===== src/rtl/noc_pkg.sv =====
// rtl/noc_pkg.sv - flit field layout, flit type encodings and framing state shared by the NoC buffer
package noc_pkg;

    localparam int FLIT_W   = 32;
    localparam int TYPE_LSB = 0;
    localparam int TYPE_MSB = 1;
    localparam int VCHW     = 2;
    localparam int VCH_LSB  = 2;
    localparam int VCH_MSB  = 3;
    localparam int DSTX_LSB = 4;
    localparam int DSTX_MSB = 7;
    localparam int DSTY_LSB = 8;
    localparam int DSTY_MSB = 11;
    localparam int ENTRY_W  = 8;

    typedef enum logic [1:0] {
        FT_BODY = 2'b00,
        FT_HEAD = 2'b01,
        FT_TAIL = 2'b10,
        FT_HT   = 2'b11
    } flit_type_e;

    typedef enum logic {
        ST_IDLE = 1'b0,
        ST_PKT  = 1'b1
    } frame_state_e;

    function automatic logic is_head(flit_type_e t);
        return (t == FT_HEAD) || (t == FT_HT);
    endfunction

endpackage


===== src/rtl/vc_fifo.sv =====
// rtl/vc_fifo.sv - single virtual-channel flit FIFO with occupancy count and show-ahead output
module vc_fifo #(
    parameter int DEPTH = 4,
    parameter int W     = 32,
    localparam int AW   = $clog2(DEPTH),
    localparam int CW   = $clog2(DEPTH + 1)
) (
    input  logic          clk,
    input  logic          rst_n,
    input  logic          push,
    input  logic          pop,
    input  logic [W-1:0]  din,
    output logic [W-1:0]  dout,
    output logic [CW-1:0] count,
    output logic          full,
    output logic          empty
);

    logic [W-1:0]  mem [DEPTH];
    logic [AW-1:0] wr_ptr;
    logic [AW-1:0] rd_ptr;

    assign dout  = mem[rd_ptr];
    assign full  = (count == CW'(DEPTH));
    assign empty = (count == '0);

    always_ff @(posedge clk) begin
        if (push) begin
            mem[wr_ptr] <= din;
        end
    end

    // Pointers wrap naturally because DEPTH is a power of two.
    always_ff @(posedge clk or negedge rst_n) begin
        if (!rst_n) begin
            wr_ptr <= '0;
            rd_ptr <= '0;
            count  <= '0;
        end else begin
            if (push) begin
                wr_ptr <= wr_ptr + AW'(1);
            end
            if (pop) begin
                rd_ptr <= rd_ptr + AW'(1);
            end
            case ({push, pop})
                2'b10:   count <= count + CW'(1);
                2'b01:   count <= count - CW'(1);
                default: count <= count;
            endcase
        end
    end

endmodule


===== src/rtl/input_vc_buffer.sv =====
// rtl/input_vc_buffer.sv - per-input-port VC flit buffer with credits, RC strobe and framing checks
// NOC_BUF_BYPASS_EN forwards a write to an empty, same-cycle-granted VC straight to flit_o.
module input_vc_buffer
    import noc_pkg::*;
#(
    parameter int VCH_NUM = 2,
    parameter int DEPTH   = 4,
    localparam int CW     = $clog2(DEPTH + 1)
) (
    input  logic               clk,
    input  logic               rst_n,
    input  logic [FLIT_W-1:0]  flit_i,
    input  logic               valid_i,
    output logic [VCH_NUM-1:0] credit_o,
    output logic [VCH_NUM-1:0] valid_o,
    output logic [VCH_NUM-1:0] head_o,
    input  logic [VCH_NUM-1:0] deq_i,
    output logic [FLIT_W-1:0]  flit_o,
    output logic [ENTRY_W-1:0] rc_addr_o,
    output logic [ENTRY_W-1:0] rc_vch_o,
    output logic               rc_en_o,
    output logic               err_o
);

    logic [VCHW-1:0]    wr_vch;
    flit_type_e         wr_type;
    logic               vch_ok;
    logic               deq_one;
    logic               deq_multi;
    logic [VCH_NUM-1:0] wr_hit, accept, push, pop, byp, frame_err;
    logic [VCH_NUM-1:0] empty, full, drop_full;
    logic [FLIT_W-1:0]  dout  [VCH_NUM];
    logic [CW-1:0]      count [VCH_NUM];
    frame_state_e       state_q [VCH_NUM];
    frame_state_e       state_d [VCH_NUM];
    logic [FLIT_W-1:0]  deq_flit;
    logic               deq_act;
    logic [ENTRY_W-1:0] deq_vch;
    logic [VCH_NUM-1:0] credit_q;
    logic               err_q;
    logic               err_now;

    assign wr_vch    = flit_i[VCH_MSB:VCH_LSB];
    assign wr_type   = flit_type_e'(flit_i[TYPE_MSB:TYPE_LSB]);
    assign vch_ok    = (int'(wr_vch) < VCH_NUM);
    assign deq_one   = $onehot(deq_i);
    assign deq_multi = !$onehot0(deq_i);

    always_comb begin
        for (int v = 0; v < VCH_NUM; v++) begin
            wr_hit[v] = valid_i && vch_ok && (int'(wr_vch) == v);
            pop[v]    = deq_one && deq_i[v] && !empty[v];
`ifdef NOC_BUF_BYPASS_EN
            byp[v]    = wr_hit[v] && (count[v] == '0) && deq_one && deq_i[v];
`else
            byp[v]    = 1'b0;
`endif
            // A full VC still takes the write when the same VC is popped this cycle.
            accept[v]    = wr_hit[v] && (!full[v] || pop[v]);
            drop_full[v] = wr_hit[v] && full[v] && !pop[v];
            push[v]      = accept[v] && !byp[v];

            state_d[v]   = state_q[v];
            frame_err[v] = 1'b0;
            if (accept[v]) begin
                if (state_q[v] == ST_IDLE) begin
                    if (wr_type == FT_HEAD) state_d[v] = ST_PKT;
                    else if (wr_type != FT_HT) frame_err[v] = 1'b1;
                end else begin
                    if (wr_type == FT_TAIL) state_d[v] = ST_IDLE;
                    else if (wr_type != FT_BODY) frame_err[v] = 1'b1;
                end
            end

            valid_o[v] = (count[v] != '0);
            head_o[v]  = !empty[v] && is_head(flit_type_e'(dout[v][TYPE_MSB:TYPE_LSB]));
`ifdef NOC_BUF_BYPASS_EN
            if (wr_hit[v] && (count[v] == '0)) begin
                valid_o[v] = 1'b1;
                head_o[v]  = is_head(wr_type);
            end
`endif
        end
    end

    always_comb begin
        deq_flit = '0;
        deq_act  = 1'b0;
        deq_vch  = '0;
        for (int v = 0; v < VCH_NUM; v++) begin
            if (pop[v] || byp[v]) begin
                deq_flit = byp[v] ? flit_i : dout[v];
                deq_act  = 1'b1;
                deq_vch  = ENTRY_W'(v);
            end
        end
    end

    assign flit_o    = deq_flit;
    assign rc_en_o   = deq_act && is_head(flit_type_e'(deq_flit[TYPE_MSB:TYPE_LSB]));
    assign rc_addr_o = rc_en_o ? ENTRY_W'(deq_flit[DSTY_MSB:DSTX_LSB]) : '0;
    assign rc_vch_o  = rc_en_o ? deq_vch : '0;
    assign credit_o  = credit_q;
    assign err_o     = err_q;

    assign err_now = (valid_i && !vch_ok) || (|drop_full) || (|frame_err) || deq_multi;

    always_ff @(posedge clk or negedge rst_n) begin
        if (!rst_n) begin
            credit_q <= '0;
            err_q    <= 1'b0;
            for (int v = 0; v < VCH_NUM; v++) begin
                state_q[v] <= ST_IDLE;
            end
        end else begin
            credit_q <= pop | byp;
            if (err_now) begin
                err_q <= 1'b1;
            end
            for (int v = 0; v < VCH_NUM; v++) begin
                state_q[v] <= state_d[v];
            end
        end
    end

    for (genvar v = 0; v < VCH_NUM; v++) begin : g_vc
        vc_fifo #(
            .DEPTH (DEPTH),
            .W     (FLIT_W)
        ) u_fifo (
            .clk   (clk),
            .rst_n (rst_n),
            .push  (push[v]),
            .pop   (pop[v]),
            .din   (flit_i),
            .dout  (dout[v]),
            .count (count[v]),
            .full  (full[v]),
            .empty (empty[v])
        );
    end

endmodule

===== config.mk =====
export PLATFORM = sky130hd
export DESIGN_NAME = input_vc_buffer
export DESIGN_NICKNAME = d
export VERILOG_FILES = /design/src/rtl/noc_pkg.sv /design/src/rtl/vc_fifo.sv /design/src/rtl/input_vc_buffer.sv
export SDC_FILE = /design/constraint.sdc
export NUM_CORES = 1
export LEC_CHECK = 0
export CAP_MARGIN = 25
export CORE_MARGIN = 2
export CORE_UTILIZATION = 30
export DETAILED_ROUTE_END_ITERATION = 8
export DONT_BUFFER_PORTS = 1
export GPL_TIMING_DRIVEN = 0
export HOLD_SLACK_MARGIN = 0.03
export MAX_ROUTING_LAYER = met4
export PLACE_DENSITY_LB_ADDON = 0.2
export SYNTH_ARGS = -nofsm -noshare
export SYNTH_HDL_FRONTEND = slang
export SYNTH_SLANG_ARGS = --single-unit

===== constraint.sdc =====
create_clock -name clk -period 2.9 [get_ports clk]
set_input_delay 0.29 -clock clk [delete_from_list [all_inputs] [get_ports clk]]
set_output_delay 0.29 -clock clk [all_outputs]
set_load 0.01 [all_outputs]

==> results of run 1 <==
[logic make-up after synthesis]
group           count (synthesis)
compound gates                 63
mux                            96
buf+inv                        52
xor+xnor                       12
fa+ha+maj                      10
flops                         275
other cells                     1
simple gates                   55
[power by group]
part           internal, mW  switching [mW]
clock                  2.21            1.48
sequential             4.64           0.140
combinational          1.35            1.70
total                  8.21            3.32
[cell type report]
class	instances	area, um2	share of cell area, %
timing repair buffer	45	555.5	4.203
antenna	2	5.005	0.03787
clock inverter	14	127.6	0.9656
clock buffer	42	847.1	6.409
multi-input combinational	243	2668	20.18
inverter	18	67.56	0.5112
sequential	275	8163	61.76
buffer	33	197.7	1.496
tap	468	585.6	4.431
[critical path, stage by stage (launching register included)]
cell                      delay [ps]
sky130_fd_sc_hd__dfrtp_1         310
sky130_fd_sc_hd__buf_2           190
sky130_fd_sc_hd__buf_2           360
sky130_fd_sc_hd__buf_2           420
sky130_fd_sc_hd__mux4_2          370
sky130_fd_sc_hd__a22o_1          260
[routing by layer]
metal	share of wire, %	vias up	track usage [%]
li1	-	2424	-
met1	43	2836	17.86
met2	49	157	23.07
met3	5.4	40	2.630
met4	2.0	0	3.058
met5	0	-	-
[what timing repair did]
action	in CTS	in global routing
setup buffers	0	0
endpoints found under the hold margin	279	0
hold buffers	37	0
pin swaps	0	0
endpoints found under the setup margin	6	1
resized for setup	1	0
[state kept, by name (all words and copies together) (netlist names)]
register and cells:
g_vc.u_fifo.rd_ptr 4, credit_o 2, g_vc.u_fifo.count 6, g_vc.u_fifo.mem 256
state_q 2, g_vc.u_fifo.wr_ptr 4, err_o 1
[synth_stat cells, types with 2 or more instances]
| cell | n | share of area, % |
|---|---|---|
| sky130_fd_sc_hd__mux2_2 | 16 | 1.6 |
| sky130_fd_sc_hd__mux4_2 | 48 | 9.8 |
| sky130_fd_sc_hd__nand2b_1 | 2 | 0.11 |
| sky130_fd_sc_hd__nor2_1 | 14 | 0.47 |
| sky130_fd_sc_hd__a21oi_1 | 4 | 0.18 |
| sky130_fd_sc_hd__buf_2 | 16 | 0.72 |
| sky130_fd_sc_hd__or3_1 | 2 | 0.11 |
| sky130_fd_sc_hd__buf_4 | 12 | 0.81 |
| sky130_fd_sc_hd__nor2b_1 | 3 | 0.17 |
| sky130_fd_sc_hd__dfrtp_1 | 19 | 4.3 |
| sky130_fd_sc_hd__nand3_1 | 6 | 0.27 |
| sky130_fd_sc_hd__nand2_1 | 12 | 0.41 |
| sky130_fd_sc_hd__o211ai_1 | 5 | 0.34 |
| sky130_fd_sc_hd__mux2i_1 | 32 | 2.9 |
| sky130_fd_sc_hd__and2_1 | 10 | 0.57 |
| sky130_fd_sc_hd__inv_1 | 16 | 0.54 |
| sky130_fd_sc_hd__edfxtp_1 | 256 | 69 |
| sky130_fd_sc_hd__inv_2 | 2 | 0.068 |
| sky130_fd_sc_hd__a22o_1 | 23 | 1.8 |
| sky130_fd_sc_hd__o22a_1 | 8 | 0.63 |
| sky130_fd_sc_hd__a221oi_1 | 2 | 0.16 |
| sky130_fd_sc_hd__a31oi_1 | 2 | 0.11 |
| sky130_fd_sc_hd__o21ai_0 | 9 | 0.41 |
| sky130_fd_sc_hd__xnor2_1 | 12 | 0.95 |
| sky130_fd_sc_hd__fa_1 | 2 | 0.36 |
| sky130_fd_sc_hd__clkbuf_1 | 4 | 0.14 |
| sky130_fd_sc_hd__ha_1 | 8 | 0.90 |
[worst max-delay path by stage]
stage	end	slack [ps]	start	cells after the start
floorplan	g_vc[0].u_fifo.mem[0][0]	630	flit_i[3]	4
global placement	g_vc[0].u_fifo.mem[0][27]	-380	flit_i[3]	4
detailed placement	g_vc[1].u_fifo.count[1]	310	g_vc[1].u_fifo.count[0]	8
CTS	rc_addr_o[1]	50	g_vc[1].u_fifo.rd_ptr[0]	5
global route	flit_o[29]	50	g_vc[1].u_fifo.rd_ptr[1]	5
finish	flit_o[29]	160	g_vc[1].u_fifo.rd_ptr[1]	5
[stage by stage]
step | power (mW) | setup TNS [ps] | area (um2)
final | 11.52 | 0 | 13220
after global routing | 12.08 | 0 | 13220
after CTS | 11.75 | 0 | 13220
after detailed placement | 7.925 | 0 | 11860
after global placement | 7.794 | -80840 | 11670
after floorplan | 7.058 | 0 | 11090
==> results.txt, run 1 <==
----------------------------------------------------
[Synth]
  Total standard cell area after synthesis ... around 11000 um2
  Number of synthesized register bits ... 275
  Mean area per synthesized cell ... 19.62 um2
  Synth Area in Compound Gates ... 4.659%
  Adder-cell share of the synthesized area ... under 10%
  Post-synth EDFFs ... around 260
  Mapped Cells ... 564
  Asr flop ratio synth ... 6.909%
  Fraction of the yosys area taken by sequential cells ... approximately three quarters
  Number of warnings issued by yosys ... 0
  Synth unique cells ... 46
  Multiplexer share of the synthesized area ... between 10% and 20%
  Top_reg_cell synth ... sky130_fd_sc_hd__edfxtp_1
  Largest family of logic cells by synthesized area ... multiplexers
  Area share of and/or/nand/nor cells after synthesis ... under 10%
  Post-Synth XOR/XNOR Area ... less than 1%

[Job]
  Number of maximum-capacitance violations ... 0

[Setup path]
  Startpoint type of the worst setup path ... flip-flop
  Arrival @ worst endpoint ... approximately 2500 ps
  Crit path kind ... flip-flop to output pin
  Register-to-Register Setup Slack ... between 200 and 300 ps
  End of the worst register-to-register path ... g_vc[1].u_fifo.count[1]
  Critical path capture point type ... output pin
  Depth of the most critical reg-to-reg path ... 8
  Worst EP required ... 2610 ps
  Worst-path fanout max ... 10
  Crit Reg-Reg Startpoint ... g_vc[1].u_fifo.count[0]

[Placement]
  Routability-driven placement congestion ratio ... a little under 0.8
  Final HPWL DP ... roughly 16000 um
  Port buffer count ... 0
  Placed cell count ... around 1000
  Setup slack after placement ... 311.8 ps

[Die]
  Horizontal die dimension ... between 150 and 200 um
  Area of the core region ... between 30000 and 40000 um2
  Initial Utilization ... between 30% and 40%
  Floorplan row count ... 70
  Number of ports placed on the die boundary ... between 90 and 100
  Die footprint ... roughly 38000 um2
  Height of the die ... approximately 200 um

[Global route]
  Via count of the first global-routing pass ... a little under 6000
  Antenna violations before repair ... 2
  Pin count of the biggest net entering global routing ... 22
  Overall Global Routing Usage ... about 14%
  Global-route wire length before repair ... 37980 um
  Final global-route overflow total ... 0

[Layout]
  Final Non-Filler Cells ... around 1100
  Core Util, Final ... around 36%
  Commonest cells after routing, fill and taps aside ... 256 x sky130_fd_sc_hd__edfxtp_1, 48 x sky130_fd_sc_hd__mux4_2, 36 x sky130_fd_sc_hd__dlygate4sd3_1
  Number of nets in the finished design ... around 690
  Area growth from synthesis to layout ... 19.44%
  Most frequent standard cell in the layout excluding fill and tap cells ... sky130_fd_sc_hd__edfxtp_1
  Fillers ... 3391
  Fraction of final layout cells with drive strength greater than 1 ... between 20% and 30%

[Timing]
  Fmax ... approximately 0.36 GHz
  Max-slew violation count ... 0
  Worst-margin pin slew ... 829.2 ps
  Worst hold margin ... between 60 and 70 ps
  RSZ-0062 raised after global routing ... no
  Final period demand of the worst path ... between 2000 and 3000 ps
  Slew Limit Headroom ... roughly 45%
  Clock tree skew after final layout ... about 9.4 ps
  Final worst-path cycle share ... a little over nine tenths
  Total of endpoints with negative setup slack in the final report ... 0
  Post-layout worst setup margin ... 155.4 ps
  Hold Vio Cnt, Final ... 0

[Clock tree]
  Clock tree from TritonCTS ... built
  Total CTS buffers ... 30
  Number of sinks driven by the clock tree ... around 280
  Skew-Pair Late Insertion Delay ... 540 ps
  Root Driver ... sky130_fd_sc_hd__clkbuf_16
  CTS max path bufs ... 3
  # H-tree levels ... 1
  Clock slew seen by the registers of the worst setup and hold paths ... 60 ps

[Routing]
  Number of DRC markers in iteration 0 ... 351
  Routed via count ... 5457
  Total Routed Length ... between 20000 and 30000 um
  Post-route ant nets ... 0
  Post-route DRC violation count ... 0
  Mean number of vias per cell ... 4.787
  Initial DRT Pass Iterations ... 4
  Average routed wire per standard cell ... 22.70 um

[Hold path]
  HP Class ... input port to flip-flop
  Worst Hold End ... state_q[0]
  Cell depth of the worst min-delay path ... 2
  Startpoint of the tightest hold check path ... flit_i[0]

[Status]
  Status ... completed

[Power]
  Static Leak ... between 4 and 5 nW
  Maximum ir drop on the vdd rail ... 0.0005042 V
  Power density relative to cell area ... roughly 870 nW/um2

----------------------------------------------------
Note: power is estimated with default switching activity, not from simulation.
==> run 2: changes to the inputs <==
--- a/config.mk
+++ b/config.mk
@@ -5,11 +5,11 @@
 export SDC_FILE = /design/constraint.sdc
 export NUM_CORES = 1
 export LEC_CHECK = 0
+export BUFFER_PORTS_ARGS = -buffer_cell sky130_fd_sc_hd__buf_2
 export CAP_MARGIN = 25
 export CORE_MARGIN = 2
 export CORE_UTILIZATION = 30
 export DETAILED_ROUTE_END_ITERATION = 8
-export DONT_BUFFER_PORTS = 1
 export GPL_TIMING_DRIVEN = 0
 export HOLD_SLACK_MARGIN = 0.03
 export MAX_ROUTING_LAYER = met4
==> run 2 against run 1 <==
Against the previous run: maximum frequency increased by 0.96%; combinational power increased by 7%; highest routed layer unchanged; sequential share of layout area decreased by 1.7 points; clock power increased by 4%; largest power group unchanged; critical path type unchanged; clock skew increased by 9.8 ps; count of clock-buffer cells in the layout decreased by 3.
==> results.txt, run 2 (synthesis results as in run 1) <==
----------------------------------------------------
[Global route]
  Pin count of the biggest net entering global routing ... 28
  Antenna violations before repair ... 0
  Met3 global-route usage ... about 2.5%
  Final global-route overflow total ... 0
  Via count of the first global-routing pass ... about 6000
  Overall Global Routing Usage ... about 14%
  Global-route wire length before repair ... between 30000 and 40000 um
  Global routing met2 resource utilization ... a little under a quarter
  Most Used Layer, Global Route ... met2
  M1 GR Usage ... around 17%

[Layout]
  Top Registers ... g_vc.u_fifo.mem (256), g_vc.u_fifo.count (6)
  Core Util, Final ... between 30% and 40%
  Fillers ... 3403
  Fin area ... 13580 um2
  Number of inserted diodes ... 0
  Biggest register ... g_vc.u_fifo.mem
  Most frequent standard cell in the layout excluding fill and tap cells ... sky130_fd_sc_hd__edfxtp_1
  Combined flip-flop and latch cell area ... 8163 um2
  Fraction of final layout cells with drive strength greater than 1 ... between 30% and 40%
  Number of flip-flops under the largest register name ... 256
  Number of nets in the finished design ... 770
  Final Non-Filler Cells ... around 1200
  Area growth from synthesis to layout ... 22.72%
  Commonest cells after routing, fill and taps aside ... 256 x sky130_fd_sc_hd__edfxtp_1, 99 x sky130_fd_sc_hd__buf_2, 48 x sky130_fd_sc_hd__mux4_2
  Area used by multi-input combinational logic ... ~2700 um2

[Die]
  Height of the die ... 196.1 um
  Number of ports placed on the die boundary ... a little over 90
  Horizontal die dimension ... 196.1 um
  Floorplan row count ... 70
  Area of the core region ... 36430 um2
  Die footprint ... a little under 40000 um2
  Initial Utilization ... a little under a third

[Setup path]
  Worst EP required ... 2610 ps
  Largest delay contributor family on the critical path ... buffers and inverters
  Worst-path fanout max ... 10
  Arrival @ worst endpoint ... around 2400 ps
  Startpoint type of the worst setup path ... flip-flop
  Highest cell delay on the worst timing path ... 520 ps
  Critical path capture point type ... output pin
  Series of cell instances along the critical path ... buf_6 > buf_1 > mux2_2 > o22a_1 > nor2_1 > buf_2
  Crit path kind ... flip-flop to output pin
  Worst path bufs/invs ... 3
  Cell with the largest stage delay on the worst path ... sky130_fd_sc_hd__buf_1

[Routing]
  Number of DRC markers in iteration 0 ... around 340
  Total Routed Length ... 25780 um
  Mean number of vias per cell ... roughly 4.7
  Average routed wire per standard cell ... ~21 um
  Routed via count ... between 5000 and 6000
  Post-route ant nets ... 0
  Initial DRT Pass Iterations ... 5
  Post-route DRC violation count ... 0

[Placement]
  Instance area at placement ... approximately 12000 um2
  Routability-driven placement congestion ratio ... between 0.7 and 0.8
  Port buffer count ... 85
  Final HPWL DP ... approximately 16000 um
  Placed cell count ... between 1000 and 1500

[Power]
  Static Leak ... approximately 4.8 nW
  Sequential group share of total power ... about two fifths
  Overall power after layout ... around 12 mW
  Net switching power of the design ... ~3.3 mW
  Fraction of power consumed by combinational cells ... around 27%
  Internal power contribution ... approximately 8.5 mW
  Maximum ir drop on the vdd rail ... around 0.00061 V
  Switching power as a share of total power ... about 28%
  Power density relative to cell area ... 874.7 nW/um2
  Portion of total power attributed to the clock network ... 32.4%

[Timing]
  Slew Limit Headroom ... between 50% and 60%
  Max-slew violation count ... 0
  Fmax ... approximately 0.37 GHz
  Total of endpoints with negative setup slack in the final report ... 0
  Final period demand of the worst path ... between 2000 and 3000 ps
  Final worst-path cycle share ... a little over nine tenths
  RSZ-0062 raised after global routing ... no
  Worst hold margin ... ~66 ps
  Hold Vio Cnt, Final ... 0
  Worst-margin pin slew ... 661.2 ps
  Clock tree skew after final layout ... 19.19 ps

[Clock tree]
  Root Driver ... sky130_fd_sc_hd__clkbuf_16
  Skew-Pair Late Insertion Delay ... roughly 550 ps
  CTS max path bufs ... 3
  Clock slew seen by the registers of the worst setup and hold paths ... about 60 ps
  Number of buffers inserted by post-CTS setup repair ... 0
  Number of sinks driven by the clock tree ... around 280
  Total CTS buffers ... 29
  # H-tree levels ... 1
  Clock tree from TritonCTS ... built

[Job]
  Number of maximum-capacitance violations ... 0

[Hold path]
  HP Class ... input port to flip-flop

[Status]
  Status ... completed

----------------------------------------------------
[run 2: cell count changes in the layout (fill, tap and decap cells not counted), moves of 2 or more]
cell | previous run | this run
sky130_fd_sc_hd__clkbuf_16 | 31 | 29
sky130_fd_sc_hd__clkinv_1 | 1 | 3
sky130_fd_sc_hd__dlygate4sd3_1 | 36 | 29
sky130_fd_sc_hd__clkinv_2 | 8 | 4
sky130_fd_sc_hd__clkbuf_1 | 11 | 7
sky130_fd_sc_hd__bufinv_16 | 2 | 5
sky130_fd_sc_hd__buf_2 | 16 | 99
sky130_fd_sc_hd__buf_4 | 12 | 14
sky130_fd_sc_hd__diode_2 | 2 | 0
sky130_fd_sc_hd__clkbuf_2 | 1 | 3
sky130_fd_sc_hd__clkinvlp_4 | 2 | 0
sky130_fd_sc_hd__buf_16 | 2 | 0
[run 2: layout make-up]
cell class | instances | area share (%)
buffer | 34 | 1.539
clock buffer | 39 | 5.915
clock inverter | 15 | 1.530
inverter | 18 | 0.4976
multi-input combinational | 243 | 19.64
sequential | 275 | 60.11
tap | 468 | 4.312
timing repair buffer | 122 | 6.450
[run 2: routing by layer]
layer | vias up | wire, um
li1 | 2575 | -
met1 | 3007 | 11090
met2 | 146 | 13070
met3 | 34 | 1190
met4 | 0 | 429
met5 | - | 0
[run 2: final timing paths]
check,startpoint,to,slack (ps),cells after the start
worst max register to register,g_vc[0].u_fifo.count[2],g_vc[0].u_fifo.count[2],340,7
max in group asynchronous,rst_n,g_vc[1].u_fifo.rd_ptr[1],2200,2
worst max-delay path,g_vc[1].u_fifo.rd_ptr[0],rc_addr_o[0],180,6
worst min register to register,state_q[0],state_q[0],580,2
worst min-delay path,flit_i[1],state_q[1],70,2
min in group asynchronous,rst_n,credit_o[1],290,2
[run 2: timing repair]
action	4_1_cts	5_1_grt
resized for setup	4	3
hold buffers	28	1
pin swaps	0	0
endpoints found under the hold margin	235	7
endpoints found under the setup margin	19	10
[run 2: power groups by stage]
stage          clock (mW)  combinational [mW]  sequential [mW]
4_1_cts              3.94                3.36             4.78
5_1_grt              4.11                3.55             4.81
3_5_place_dp            0                3.31             4.87
6_report             3.84                3.25             4.78
2_1_floorplan           0                2.22             4.84
3_3_place_gp            0                3.18             4.85
[run 2: metrics by stage]
stage	setup TNS, ps	worst slack, ps
6_report	0	181.6
3_3_place_gp	-142180	-644.5
2_1_floorplan	0	629.7
4_1_cts	0	0.7101
3_5_place_dp	0	367.2
5_1_grt	0	10.08
==> run 3: changes to the inputs <==
--- a/config.mk
+++ b/config.mk
@@ -5,8 +5,11 @@
 export SDC_FILE = /design/constraint.sdc
 export NUM_CORES = 1
 export LEC_CHECK = 0
+export ABC_AREA = 1
 export BUFFER_PORTS_ARGS = -buffer_cell sky130_fd_sc_hd__buf_2
 export CAP_MARGIN = 25
+export CELL_PAD_IN_SITES_DETAIL_PLACEMENT = 1
+export CELL_PAD_IN_SITES_GLOBAL_PLACEMENT = 1
 export CORE_MARGIN = 2
 export CORE_UTILIZATION = 30
 export DETAILED_ROUTE_END_ITERATION = 8
==> run 3 against run 2 <==
Against the previous run: wire length is 22% higher; largest cell class unchanged; synthesized cell count is 65% higher; via count is 30% higher; maximum frequency is 3.1% higher; count of clock-buffer cells in the layout is 8 higher; critical path type unchanged; register-to-register slack better by 520 ps; largest power group unchanged; core utilization is 0.15 points higher; first-iteration DRC count is 6.1% lower; critical endpoint is now flit_o[21]; design area is 3.3% higher; setup slack better by 80 ps; combinational power is 31% higher.
==> results.txt, run 3 <==
----------------------------------------------------
[Status]
  Status ... completed

[Layout]
  Most frequent standard cell in the layout excluding fill and tap cells ... sky130_fd_sc_hd__edfxtp_1
  Top Registers ... g_vc.u_fifo.mem (256), g_vc.u_fifo.count (6)
  Area growth from synthesis to layout ... 23.58%
  Fraction of final layout cells with drive strength greater than 1 ... 19.44%
  Number of flip-flops under the largest register name ... approximately 260
  Final Non-Filler Cells ... roughly 1600
  Biggest register ... g_vc.u_fifo.mem
  Number of nets in the finished design ... between 1000 and 1500
  Core Util, Final ... 37.42%
  Commonest cells after routing, fill and taps aside ... 256 x sky130_fd_sc_hd__edfxtp_1, 169 x sky130_fd_sc_hd__nor2_1, 145 x sky130_fd_sc_hd__nand2_1

[Routing]
  Number of DRC markers in iteration 0 ... between 300 and 400
  Total Routed Length ... between 30000 and 40000 um
  Initial DRT Pass Iterations ... 5
  Mean number of vias per cell ... about 4.6
  Routed via count ... approximately 7500
  Average routed wire per standard cell ... 19.35 um
  Highest metal layer with signal wires ... met4
  Detail Route met3 WL ... about 1100 um
  Routed length on met1 ... 14240 um
  Routed wl met2 ... around 15000 um
  Post-route ant nets ... 0
  Post-route DRC violation count ... 0

[Hold path]
  HP Class ... input port to flip-flop
  Cell depth of the worst min-delay path ... 1

[Die]
  Floorplan row count ... a little over 70
  Height of the die ... 198.5 um
  Die footprint ... a little under 40000 um2
  Horizontal die dimension ... 198.5 um
  Area of the core region ... roughly 37000 um2
  Number of ports placed on the die boundary ... 93
  Initial Utilization ... a little under a third

[Setup path]
  Startpoint type of the worst setup path ... flip-flop
  Highest cell delay on the worst timing path ... approximately 450 ps
  Worst-path fanout max ... 10
  Arrival @ worst endpoint ... approximately 2400 ps
  Series of cell instances along the critical path ... buf_2 > inv_2 > clkbuf_1 > o21ai_0 > o22ai_1 > nand2_1 > nand2_1 > buf_2
  Worst path bufs/invs ... 4
  Critical path capture point type ... output pin
  Cell with the largest stage delay on the worst path ... sky130_fd_sc_hd__clkbuf_1
  Crit path kind ... flip-flop to output pin
  Depth of the most critical reg-to-reg path ... 5
  CP Depth ... 8
  Worst EP required ... about 2600 ps
  Largest delay contributor family on the critical path ... buffers and inverters

[Global route]
  Overall Global Routing Usage ... 16.73%
  Global-route wire length before repair ... between 40000 and 50000 um
  Via count of the first global-routing pass ... between 7000 and 8000
  Final global-route overflow total ... 0
  Antenna violations before repair ... 1
  Pin count of the biggest net entering global routing ... 21

[Timing]
  Slew Limit Headroom ... a little under three fifths
  Clock tree skew after final layout ... around 9.9 ps
  Max-slew violation count ... 0
  Final worst-path cycle share ... between 90% and 100%
  Total of endpoints with negative setup slack in the final report ... 0
  Final period demand of the worst path ... 2638 ps
  Hold Vio Cnt, Final ... 0
  RSZ-0062 raised after global routing ... no
  Worst-margin pin slew ... 672.2 ps
  Post-layout worst setup margin ... ~260 ps
  Fmax ... between 0.3 and 0.4 GHz

[Job]
  Number of maximum-capacitance violations ... 0

[Power]
  Static Leak ... about 5.3 nW
  Power density relative to cell area ... 929.6 nW/um2
  Maximum ir drop on the vdd rail ... 0.0005288 V
  Overall power after layout ... 13.04 mW

[Placement]
  Setup slack after placement ... 428.3 ps
  Final HPWL DP ... 21190 um
  Port buffer count ... 85
  Routability-driven placement congestion ratio ... around 0.73
  Placed cell count ... approximately 1500

[Clock tree]
  Number of sinks driven by the clock tree ... between 200 and 300
  # H-tree levels ... 1
  Skew-Pair Late Insertion Delay ... ~550 ps
  Number of cells upsized or downsized after cts ... 0
  Clock slew seen by the registers of the worst setup and hold paths ... approximately 60 ps
  Clock tree from TritonCTS ... built
  Number of buffers inserted by post-CTS setup repair ... 0
  Root Driver ... sky130_fd_sc_hd__clkbuf_16
  Count of hold buffers inserted by post-cts repair ... 26
  CTS max path bufs ... 3
  Total CTS buffers ... 30

[Synth]
  Mean area per synthesized cell ... 12.21 um2
  Total standard cell area after synthesis ... 11350 um2
  Commonest cells in the synthesized netlist ... 256 x sky130_fd_sc_hd__edfxtp_1, 177 x sky130_fd_sc_hd__nor2_1, 145 x sky130_fd_sc_hd__nand2_1
  Fraction of synthesized cell area taken by the top area cell type ... 67.72%
  Number of warnings issued by yosys ... 0
  Top area cells in the synthesized netlist ... sky130_fd_sc_hd__edfxtp_1 68%, sky130_fd_sc_hd__nor2_1 5.9%, sky130_fd_sc_hd__nand2_1 4.8%
  Mapped Cells ... slightly above 900
  Count leader, synth ... sky130_fd_sc_hd__edfxtp_1
  Number of synthesized register bits ... 275
  Synth unique cells ... 35
  Fraction of the yosys area taken by sequential cells ... 71.91%
  Post-synth EDFFs ... roughly 260
  Top_reg_cell synth ... sky130_fd_sc_hd__edfxtp_1
  Cell type contributing the most total cell area after synthesis ... sky130_fd_sc_hd__edfxtp_1
  Asr flop ratio synth ... slightly below 7%

----------------------------------------------------
==> run 3: cell count changes in the layout (fill, tap and decap cells not counted), moves of 10 or more <==
cell / change
sky130_fd_sc_hd__inv_1: +22
sky130_fd_sc_hd__mux2_2: -16
sky130_fd_sc_hd__nor2_1: +155
sky130_fd_sc_hd__o22ai_1: +45
sky130_fd_sc_hd__o21ai_0: +93
sky130_fd_sc_hd__o21ai_1: +25
sky130_fd_sc_hd__mux4_2: -48
sky130_fd_sc_hd__nand2_1: +133
sky130_fd_sc_hd__buf_6: +10
sky130_fd_sc_hd__mux2i_1: -32
sky130_fd_sc_hd__a22o_1: -23
sky130_fd_sc_hd__xnor2_1: -11
==> run 3: through the flow <==
| step | hold slack (ps) | area [um2] | setup TNS [ps] |
|---|---|---|---|
| 3_5_place_dp | 317.1 | 12720 | 0 |
| 6_report | 46.92 | 14030 | 0 |
| 3_3_place_gp | 316.7 | 12440 | -364110 |
| 4_1_cts | 31.18 | 14030 | 0 |
| 5_1_grt | 36.29 | 14030 | 0 |
| 2_1_floorplan | -5.591 | 11370 | 0 |
==> run 3: final timing paths <==
path                                     startpoint                         to  slack, ps
hold / removal                           flit_i[23]  g_vc[0].u_fifo.mem[0][23]         50
max in group asynchronous                     rst_n   g_vc[0].u_fifo.rd_ptr[1]       2260
setup reg to reg            g_vc[0].u_fifo.count[0]   g_vc[0].u_fifo.mem[3][9]        860
hold reg to reg                          state_q[1]                 state_q[1]        550
setup / recovery           g_vc[1].u_fifo.rd_ptr[1]                 flit_o[21]        260
min in group asynchronous                     rst_n                credit_o[0]        260
==> run 3: power by group <==
group	switching, mW	total [mW]	internal (mW)
Sequential	0.154	4.81	4.65
Combinational	2.85	4.27	1.42
Clock	1.52	3.96	2.44
Total	4.53	13.0	8.52
==> run 3: final cells by class <==
cell class | count | area, um2
Antenna cell | 1 | 2.502
Buffer | 56 | 382.9
Clock buffer | 47 | 925.9
Clock inverter | 8 | 115.1
Fill cell | 4104 | 23460
Inverter | 43 | 161.4
Multi-Input combinational cell | 562 | 2728
Sequential cell | 275 | 8163
Tap cell | 511 | 639.4
Timing Repair Buffer | 120 | 910.9
==> run 3: per-layer routing <==
| metal | global-route usage (%) | up-vias |
|---|---|---|
| met5 | - | - |
| met4 | 4.118 | 0 |
| met3 | 2.204 | 52 |
| met2 | 28.58 | 139 |
| met1 | 21.14 | 3753 |
| li1 | - | 3557 |
==> run 3: logic make-up (layout without fill, tap and decap cells) <==
kind of cell	after synthesis	after routing	share of synthesized area, %
other	1	8	0.03303
buffers and inverters	99	274	4.794
flip-flops	275	275	71.91
adder cells (fa/ha/maj)	10	10	1.234
AND/OR/NAND/NOR	356	356	12.68
XOR/XNOR	8	8	0.6172
AO/OA/AOI/OAI	181	181	8.740
==> run 3: worst register-to-register path, cell delays in order, from the launching register on <==
cell	delay, ps
sky130_fd_sc_hd__dfrtp_1	450
sky130_fd_sc_hd__nor2_4	90
sky130_fd_sc_hd__nand3_1	150
sky130_fd_sc_hd__nand2_2	210
sky130_fd_sc_hd__nor2_4	590
sky130_fd_sc_hd__buf_16	250
